<file path="config.mk">
export PLATFORM = sky130hd
export DESIGN_NAME = timer_arbiter
export DESIGN_NICKNAME = d
export VERILOG_FILES = /design/src/rtl/timer_arbiter.sv
export SDC_FILE = /design/constraint.sdc
export NUM_CORES = 1
export LEC_CHECK = 0
export ABC_AREA = 1
export CORE_MARGIN = 3
export CORE_UTILIZATION = 38
export CTS_CLUSTER_DIAMETER = 30
export DETAILED_ROUTE_END_ITERATION = 7
export GPL_ROUTABILITY_DRIVEN = 0
export PLACE_DENSITY = 0.79
export SYNTH_ARGS = -nofsm -noshare
export SYNTH_HDL_FRONTEND = slang
export SYNTH_SLANG_ARGS = --single-unit
</file>
<file path="constraint.sdc">
create_clock -name clk -period 1.8 [get_ports clk]
set_input_delay 0.27 -clock clk [delete_from_list [all_inputs] [get_ports clk]]
set_output_delay 0.27 -clock clk [all_outputs]
set_load 0.05 [all_outputs]
</file>
<file path="src/rtl/timer_arbiter.sv">
// -----------------------------------------------------------------------------
// timer_arbiter
//   Arbitrates two requesters for one shared down-counting timer. The owner
//   of the grant drives the timer's enable/load/init inputs directly (zero
//   latency mux) and sees the timer reaching zero on its done bit. A grant
//   ends on a release strobe from the owner or, if the timer sits at zero
//   too long, through a watchdog that revokes it and pulses abort. Every
//   grant is followed by a one-cycle GAP before the next arbitration.
//
// Ports
//   clk        : clock, all state updates on the rising edge
//   rst        : asynchronous reset, active low
//   req[1:0]   : level request per requester
//   rel[1:0]   : one-cycle release strobe per requester (owner only)
//   req_load   : per-requester timer load command
//   req_en     : per-requester timer count enable
//   req_init   : per-requester load value, requester 0 in [WIDTH-1:0]
//   timer_out  : current count of the shared timer
//   timer_en   : count enable to the shared timer
//   timer_load : load command to the shared timer
//   timer_init : load value to the shared timer
//   gnt[1:0]   : one-hot-or-zero grant
//   done[1:0]  : owner's timer has reached zero
//   abort[1:0] : one-cycle pulse in GAP after a watchdog revocation
// -----------------------------------------------------------------------------
module timer_arbiter #(
    parameter int WIDTH    = 4,
    parameter int MAX_HOLD = 15
) (
    input  logic               clk,
    input  logic               rst,
    input  logic [1:0]         req,
    input  logic [1:0]         rel,
    input  logic [1:0]         req_load,
    input  logic [1:0]         req_en,
    input  logic [2*WIDTH-1:0] req_init,
    input  logic [WIDTH-1:0]   timer_out,
    output logic               timer_en,
    output logic               timer_load,
    output logic [WIDTH-1:0]   timer_init,
    output logic [1:0]         gnt,
    output logic [1:0]         done,
    output logic [1:0]         abort
);

    // Hold counter is sized from MAX_HOLD alone, independent of WIDTH.
    localparam int HOLD_W = $clog2(MAX_HOLD + 1);
    localparam logic [HOLD_W-1:0] HOLD_LAST = HOLD_W'(MAX_HOLD - 1);

    typedef enum logic [1:0] {
        IDLE   = 2'd0,
        GRANT0 = 2'd1,
        GRANT1 = 2'd2,
        GAP    = 2'd3
    } state_t;

    state_t            state;
    state_t            next_state;
    logic              last_owner;
    logic [HOLD_W-1:0] hold_cnt;
    logic [1:0]        abort_r;

    logic granted;
    logic cnt_zero;
    logic owner_rel;
    logic trip;

    assign granted   = (state == GRANT0) || (state == GRANT1);
    assign cnt_zero  = (timer_out == '0);
    assign owner_rel = ((state == GRANT0) && rel[0]) || ((state == GRANT1) && rel[1]);
    // Watchdog fires on the cycle the zero-hold count would reach MAX_HOLD.
    assign trip      = granted && cnt_zero && (hold_cnt == HOLD_LAST);

    // On a tie the requester that did not own the previous grant wins.
    function automatic state_t arbitrate(input logic [1:0] r, input logic last);
        state_t s;
        case (r)
            2'b01:   s = GRANT0;
            2'b10:   s = GRANT1;
            2'b11:   s = last ? GRANT0 : GRANT1;
            default: s = IDLE;
        endcase
        return s;
    endfunction

    // State register
    always_ff @(posedge clk or negedge rst) begin
        if (!rst) begin
            state <= IDLE;
        end else begin
            state <= next_state;
        end
    end

    // Next-state logic
    always_comb begin
        next_state = IDLE;
        case (state)
            IDLE, GAP: next_state = arbitrate(req, last_owner);
            GRANT0:    next_state = (rel[0] || trip) ? GAP : GRANT0;
            GRANT1:    next_state = (rel[1] || trip) ? GAP : GRANT1;
            default:   next_state = IDLE;
        endcase
    end

    // Ownership history, watchdog counter and abort flag
    always_ff @(posedge clk or negedge rst) begin
        if (!rst) begin
            last_owner <= 1'b1;
            hold_cnt   <= '0;
            abort_r    <= 2'b00;
        end else begin
            if (next_state == GRANT0 && state != GRANT0) begin
                last_owner <= 1'b0;
            end else if (next_state == GRANT1 && state != GRANT1) begin
                last_owner <= 1'b1;
            end

            // Outside a grant the counter is held at zero, which also makes
            // every grant entry start from zero.
            if (granted && cnt_zero) begin
                hold_cnt <= hold_cnt + HOLD_W'(1);
            end else begin
                hold_cnt <= '0;
            end

            // A release in the trip cycle wins: that grant ends normally.
            if (trip && !owner_rel) begin
                abort_r <= {state == GRANT1, state == GRANT0};
            end else begin
                abort_r <= 2'b00;
            end
        end
    end

    // Output decode
    always_comb begin
        gnt        = 2'b00;
        done       = 2'b00;
        abort      = 2'b00;
        timer_en   = 1'b0;
        timer_load = 1'b0;
        timer_init = '0;
        case (state)
            GRANT0: begin
                gnt        = 2'b01;
                done       = {1'b0, cnt_zero};
                timer_en   = req_en[0];
                timer_load = req_load[0];
                timer_init = req_init[WIDTH-1:0];
            end
            GRANT1: begin
                gnt        = 2'b10;
                done       = {cnt_zero, 1'b0};
                timer_en   = req_en[1];
                timer_load = req_load[1];
                timer_init = req_init[2*WIDTH-1:WIDTH];
            end
            GAP: begin
                abort = abort_r;
            end
            default: begin
            end
        endcase
    end

endmodule

</file>
==> results of run 1 <==
[registers in the layout (all words and copies together) (netlist names)]
signal,flops
state,2
last_owner,1
hold_cnt,4
abort_r,2
[final timing paths]
check	slack, ns	end	depth (start not counted)	startpoint
setup / recovery	0.06	timer_en	4	state[1]
hold / removal	0.29	abort_r[1]	1	rst
setup reg to reg	0.22	last_owner	9	state[1]
hold reg to reg	0.48	hold_cnt[0]	1	hold_cnt[0]
max in group asynchronous	1.19	last_owner	1	rst
min in group clk	0.48	hold_cnt[0]	1	hold_cnt[0]
[power by group through the flow]
stage / combinational [uW] / clock (uW) / sequential, uW
2_1_floorplan: 813 / 0 / 281
3_3_place_gp: 1180 / 0 / 283
3_5_place_dp: 1200 / 0 / 290
4_1_cts: 1350 / 158 / 289
5_1_grt: 1620 / 166 / 299
6_report: 1530 / 153 / 292
[worst max-delay path, cell delays in order, from the launching register on]
cell     delay (ns)
dfrtp_2        0.44
ha_4           0.29
buf_4          0.15
a21oi_2        0.16
buf_12         0.16
[per-stage QoR]
step | TNS, ns | setup slack, ns | hold slack (ns) | cells
floorplan | -0.616 | -0.103 | -0.0256 | 88
global placement | 0 | 0.112 | 0.460 | 134
detailed placement | 0 | 0.0640 | 0.481 | 134
CTS | -0.00885 | -0.00885 | 0.298 | 140
global route | 0 | 0.00300 | 0.322 | 145
finish | 0 | 0.0593 | 0.292 | 145
[cells in the mapped netlist]
cell,number,area [um2]
a21oi_1,9,45.0
nor2_4,1,11.3
nand3_2,1,10.0
inv_1,12,45.0
buf_4,2,15.0
o21ai_0,1,5.00
dfstp_2,1,26.3
dfrtp_1,8,200
ha_1,7,87.6
nor2_1,8,30.0
nand2_2,1,6.26
buf_6,1,11.3
a21oi_4,1,16.3
xnor2_1,1,8.76
nand4_1,1,6.26
nand2_1,26,97.6
nand3_1,4,20.0
nor2_2,3,18.8
[layout make-up]
class | instances | area, um2 | area share, %
Clock buffer | 4 | 26.3 | 2.17
Inverter | 12 | 45.0 | 3.72
Multi-Input combinational cell | 64 | 413 | 34.1
Sequential cell | 9 | 228 | 18.8
Tap cell | 16 | 20.0 | 1.65
Timing Repair Buffer | 40 | 478 | 39.5
[layer usage]
metal  vias up  share of wire [%]  track usage, %  wire, um
met5         -                  0               0         0
met4         0                1.7            6.45        31
met3         5                4.3            4.51        80
met2        19                 53            31.4       995
met1       335                 40            19.9       753
li1        352                  -               -         -
[kinds of logic (layout without fill, tap and decap cells)]
group | after synthesis | in the layout | share of synthesized area, %
AO/OA/AOI/OAI | 11 | 11 | 10.0
adder cells (fa/ha/maj) | 7 | 7 | 13.3
flip-flops | 9 | 9 | 34.3
XOR/XNOR | 1 | 1 | 1.33
buffers and inverters | 15 | 56 | 10.8
AND/OR/NAND/NOR | 45 | 45 | 30.3
[what timing repair did]
| action | in CTS | in global routing |
|---|---|---|
| setup buffers | 2 | 5 |
| endpoints found under the setup margin | 8 | 7 |
| gates resized for setup | 7 | 7 |
| pin swaps | 0 | 5 |
[placed cells by master (no fill, tap or decap), drive strengths merged]
| cell type | synthesis | final |
|---|---|---|
| nand2 | 27 | 27 |
| clkdlybuf4s50 | 0 | 21 |
| buf | 3 | 19 |
| inv | 12 | 12 |
| nor2 | 12 | 12 |
| a21oi | 10 | 10 |
| dfrtp | 8 | 8 |
| ha | 7 | 7 |
| nand3 | 5 | 5 |
| clkbuf | 0 | 4 |
| xnor2 | 1 | 1 |
| o21ai | 1 | 1 |
| nand4 | 1 | 1 |
| dfstp | 1 | 1 |
==> flow_summary_export.csv, run 1 <==
group,metric,value,unit
finish,finish.utilization,76.7,%
cts,worstSkewPairLatency,0.26,ns
floorplanning,io_pins,34,
placement,portBuffers,33,
cts,cts.sinks,9,
setup_path,cp_data_required_time,1.53,ns
cts,clockBufferDepth,2,
synth,synth_area,661,um2
placement,place_area,0.00108,mm2
setup_path,startpoint_type,"flop",
pwr,p_comb_share,77.5,%
synth,yosysSeqAreaShare,34.3,%
pwr,p_leak,0.000544,uW
pwr,power.switching,954,uW
detailed_routing,vias,711,
finish,num-nets-final,159,
detailed_routing,wl,1.86,mm
global_route,grt_pass1_vias,672,
floorplanning,fp-row-count,14,
sta,finalMaxSlewViolations,0,
sta,setup_viol,0,
floorplanning,core,0.00158,mm2
synth,syn_inst,88,
global_route,overflow,0,
cts,cts_hold_buf,0,
floorplanning,start_util,41.9,%
placement,post-dp-hpwl,1.37,mm
global_route,track_usage,17.6,%
pwr,internal-power,1020,uW
synth,synth_fp_nets,117,
cts,path_clk_slew,0.06,ns
pwr,switching_share,48.3,%
pwr,p_per_area,1630,mW/mm2
sta,fin_crit_sh,96.7,%
floorplanning,die_x,47.7,um
cts,cts-buffers-inserted,3,
global_route,antenna_found_initial,0,
cts,cts_tree,"yes",
hold_path,min_path_type,"in -> async",
pwr,total_power,1970,uW
sta,relSlewSlack,74.3,%
setup_path,cp.arrival,1.47,ns
job,cap_violations,0,
global_route,grt_pass1_wl,2.75,mm
pwr,ir_drop,0.00103,V
setup_path,worstSetupEndpointType,"primary output",
cts,cts_root_buf,"clkbuf_4",
sta,fin_crit,1.74,ns
detailed_routing,wl_per_cell,12.8,um
pwr,clock_power_share,7.7,%
finish,fin_area,0.00121,mm2
sta,finalClockSkew,0.00866,ns
setup_path,crit_fanout,7,
sta,worst_pin_slew,0.385,ns
setup_path,setup.worst_path.class,"reg -> out",
floorplanning,die_area,0.00227,mm2
detailed_routing,ant_nets,0,
status,outcome,"completed",
global_route,grt_max_degree,12,
detailed_routing,detail_route.iter0.violations,12,
finish,area_growth,83.1,%
sta,rsz0062_at_grt,"no",
synth,yosys_warnings,0,
cts,cts-htree-levels,1,
floorplanning,die_h,47.7,um
finish,fillers,110,
sta,hold_viol_final,0,
synth,synth_seq_cells,9,
finish,drive_above_1_share,33.3,%
detailed_routing,drc,0,
detailed_routing,viasPerCell,4.90,
pwr,power_frac_seq,14.8,%
sta,max_freq,0.574,GHz
synth,syn_area_per_cell,7.51,um2
synth,synth_cell_type_count,18,
finish,diodes,0,
detailed_routing,drt-pass1-iter-count,4,
No activity file was read; power rests on OpenSTA's default activity.
==> run 2: changes to the inputs <==
--- a/config.mk
+++ b/config.mk
@@ -11,6 +11,7 @@
 export CTS_CLUSTER_DIAMETER = 30
 export DETAILED_ROUTE_END_ITERATION = 7
 export GPL_ROUTABILITY_DRIVEN = 0
+export HOLD_SLACK_MARGIN = 0.1
 export PLACE_DENSITY = 0.79
 export SYNTH_ARGS = -nofsm -noshare
 export SYNTH_HDL_FRONTEND = slang
==> results of run 2 <==
The final DEF is identical to that of run 1; final timing and power are the same.
==> run 3: changes to the inputs <==
--- a/config.mk
+++ b/config.mk
@@ -7,12 +7,13 @@
 export LEC_CHECK = 0
 export ABC_AREA = 1
 export CORE_MARGIN = 3
-export CORE_UTILIZATION = 38
+export CORE_UTILIZATION = 35
 export CTS_CLUSTER_DIAMETER = 30
 export DETAILED_ROUTE_END_ITERATION = 7
 export GPL_ROUTABILITY_DRIVEN = 0
 export HOLD_SLACK_MARGIN = 0.1
-export PLACE_DENSITY = 0.79
+export PLACE_DENSITY = 0.77
 export SYNTH_ARGS = -nofsm -noshare
 export SYNTH_HDL_FRONTEND = slang
 export SYNTH_SLANG_ARGS = --single-unit
+export TNS_END_PERCENT = 50
==> constraint.sdc (replaced) <==
create_clock -name clk -period 1.53 [get_ports clk]
set_input_delay 0.2295 -clock clk [delete_from_list [all_inputs] [get_ports clk]]
set_output_delay 0.2295 -clock clk [all_outputs]
set_load 0.05 [all_outputs]
==> run 3 against run 2 <==
Effect of this change:
- the flow now finishes with violations (setup timing)
- sequential cell count is the same
- combinational power is 49% higher
- first-iteration DRC count grew 17%
- non-clock buffer count increased by 6
- critical path depth grew 1
- total power rose by 42%
- final area grew 19%
- sequential power increased by 16%
- clock skew fell by 0.0025 ns
- die area grew 7.5%
- register-to-register slack lost 0.23 ns
- cell count up 10%
- largest cell class unchanged
==> flow_summary_export.csv, run 3 (same netlist as run 1, synthesis figures left out) <==
group,metric,value,unit
status,outcome,"complete, but fails checks",
status,violations,"setup timing",
cts,clockBufferDepth,2,
finish,largest_register_ffs,4,
sta,max_freq,0.602,GHz
sta,finalMaxSlewViolations,0,
setup_path,cp_top_family,"flip-flops",
sta,rsz0062_at_grt,"yes",
floorplanning,die_x,49.4,um
cts,cts_root_buf,"clkbuf_4",
floorplanning,fp-row-count,15,
cts,cts.sinks,9,
detailed_routing,vias,760,
detailed_routing,wl,2.23,mm
floorplanning,io_pins,34,
finish,largest_register,"hold_cnt",
detailed_routing,detail_route.iter0.violations,14,
floorplanning,die_area,0.00244,mm2
detailed_routing,viasPerCell,4.75,
detailed_routing,drt-pass1-iter-count,5,
finish,top_regs,"hold_cnt: 4 flops, abort_r: 2 flops, state: 2 flops",
finish,num-nets-final,165,
placement,post-dp-hpwl,1.44,mm
sta,relSlewSlack,71.9,%
pwr,p_per_area,1950,mW/mm2
finish,layout_common_cells,"clkdlybuf4s50_1, nand2_1, buf_12",
job,cap_violations,0,
sta,worst_pin_slew,0.420,ns
finish,drive_above_1_share,48.9,%
setup_path,worst-path-buf-inv,3,
sta,holdWs,0.271,ns
setup_path,cp.arrival,1.43,ns
cts,worstSkewPairLatency,0.26,ns
setup_path,startpoint_type,"flop",
placement,place_area,0.00121,mm2
finish,diodes,0,
floorplanning,die_h,49.4,um
cts,cts_tree,"yes",
setup_path,critPathMaxStageDelay,0.40,ns
cts,cts-buffers-inserted,3,
setup_path,cp_data_required_time,1.30,ns
placement,portBuffers,33,
detailed_routing,drc,0,
global_route,grt_pass1_vias,773,
global_route,grt_pass1_wl,3.58,mm
setup_path,worstSetupEndpointType,"primary output",
global_route,grt_util_met2,37.5,%
floorplanning,start_util,37.8,%
finish,mostFrequentLayoutCell,"clkdlybuf4s50_1",
global_route,grtUsageMet3,4.59,%
sta,tns,-0.761,ns
pwr,p_leak,0.000596,uW
global_route,gr-usage-met1,22.1,%
setup_path,crit_fanout,6,
setup_path,path_common_cell,"buf_12",
global_route,antenna_found_initial,0,
finish,area_growth,117,%
cts,path_clk_slew,0.06,ns
setup_path,path_cells,"inv_2 > ha_4 > buf_12 > a21oi_4 > buf_12",
sta,setup_viol,9,
sta,finalClockSkew,0.00620,ns
global_route,grt_max_degree,12,
sta,fin_crit,1.66,ns
setup_path,setup.worst_path.class,"reg -> out",
finish,fin_area,0.00144,mm2
finish,finish.utilization,82.2,%
cts,cts_hold_buf,0,
pwr,ir_drop,0.00115,V
global_route,track_usage,20.0,%
setup_path,slowest_stage,"dfrtp_1",
floorplanning,core,0.00175,mm2
cts,cts-htree-levels,1,
sta,fin_ws,-0.130,ns
global_route,overflow,0,
sta,hold_viol_final,0,
sta,fin_crit_sh,109,%
global_route,busiest_layer,"met2",
hold_path,min_path_type,"in -> async",
detailed_routing,wl_per_cell,14.0,um
detailed_routing,ant_nets,0,
run 3: cell types whose count changed in the layout (fill, tap and decap cells not counted), moves of 2 or more:
cell / before / now
nand2_2: 1 / 12
a21oi_4: 1 / 7
ha_4: 2 / 4
nand2_1: 26 / 15
inv_2: 3 / 6
ha_1: 5 / 2
nor2_4: 1 / 3
buf_12: 10 / 14
inv_1: 9 / 6
buf_6: 0 / 2
a21oi_2: 6 / 0
run 3: per-layer routing:
metal | vias up | wire, um
li1 | 367 | -
met1 | 370 | 810
met2 | 21 | 1320
met3 | 2 | 79
met4 | 0 | 23
met5 | - | 0
run 3: where the power goes:
part           switching (uW)  internal, uW
logic                    1210          1070
clock network            76.1           100
registers                43.5           295
run 3: cell type report:
cell class | instances | area (um2)
clock buffer | 4 | 26.3
fill | 105 | 310
inverter | 12 | 45.0
multi-input combinational | 64 | 526
sequential | 9 | 226
tap | 25 | 31.3
timing repair buffer | 46 | 581
run 3: stage by stage:
stage | total power [uW] | std cells | worst slack (ns)
CTS | 2630 | 159 | -0.0917
global route | 2950 | 160 | -0.191
detailed placement | 2060 | 150 | -0.0288
global placement | 2020 | 150 | -0.0254
finish | 2800 | 160 | -0.130
floorplan | 1360 | 88 | -0.0619
run 3: worst reg2reg max path: stages (launching register included):
cell and delay (ns):
dfrtp_1 0.44, ha_4 0.34, buf_4 0.12, inv_1 0.06
a21oi_1 0.26, a21oi_4 0.06, nor2_1 0.09, nand2_1 0.05
nand2_1 0.06
run 3: path summary, 6_finish.rpt:
| check | cells after the start | startpoint | slack [ns] | to |
|---|---|---|---|---|
| setup / recovery | 5 | state[0] | -0.13 | timer_init[0] |
| hold reg to reg | 1 | hold_cnt[0] | 0.48 | hold_cnt[0] |
| setup reg to reg | 8 | state[1] | -0.01 | last_owner |
| hold / removal | 1 | rst | 0.27 | state[0] |
| min in group clk | 1 | hold_cnt[0] | 0.48 | hold_cnt[0] |
| max in group asynchronous | 1 | rst | 0.92 | last_owner |
run 3: repair_timing:
| action | in CTS | in global routing |
|---|---|---|
| gates resized for setup | 17 | 20 |
| setup endpoints to repair | 9 | 12 |
| pin swaps | 2 | 6 |
| buffers inserted | 5 | 1 |
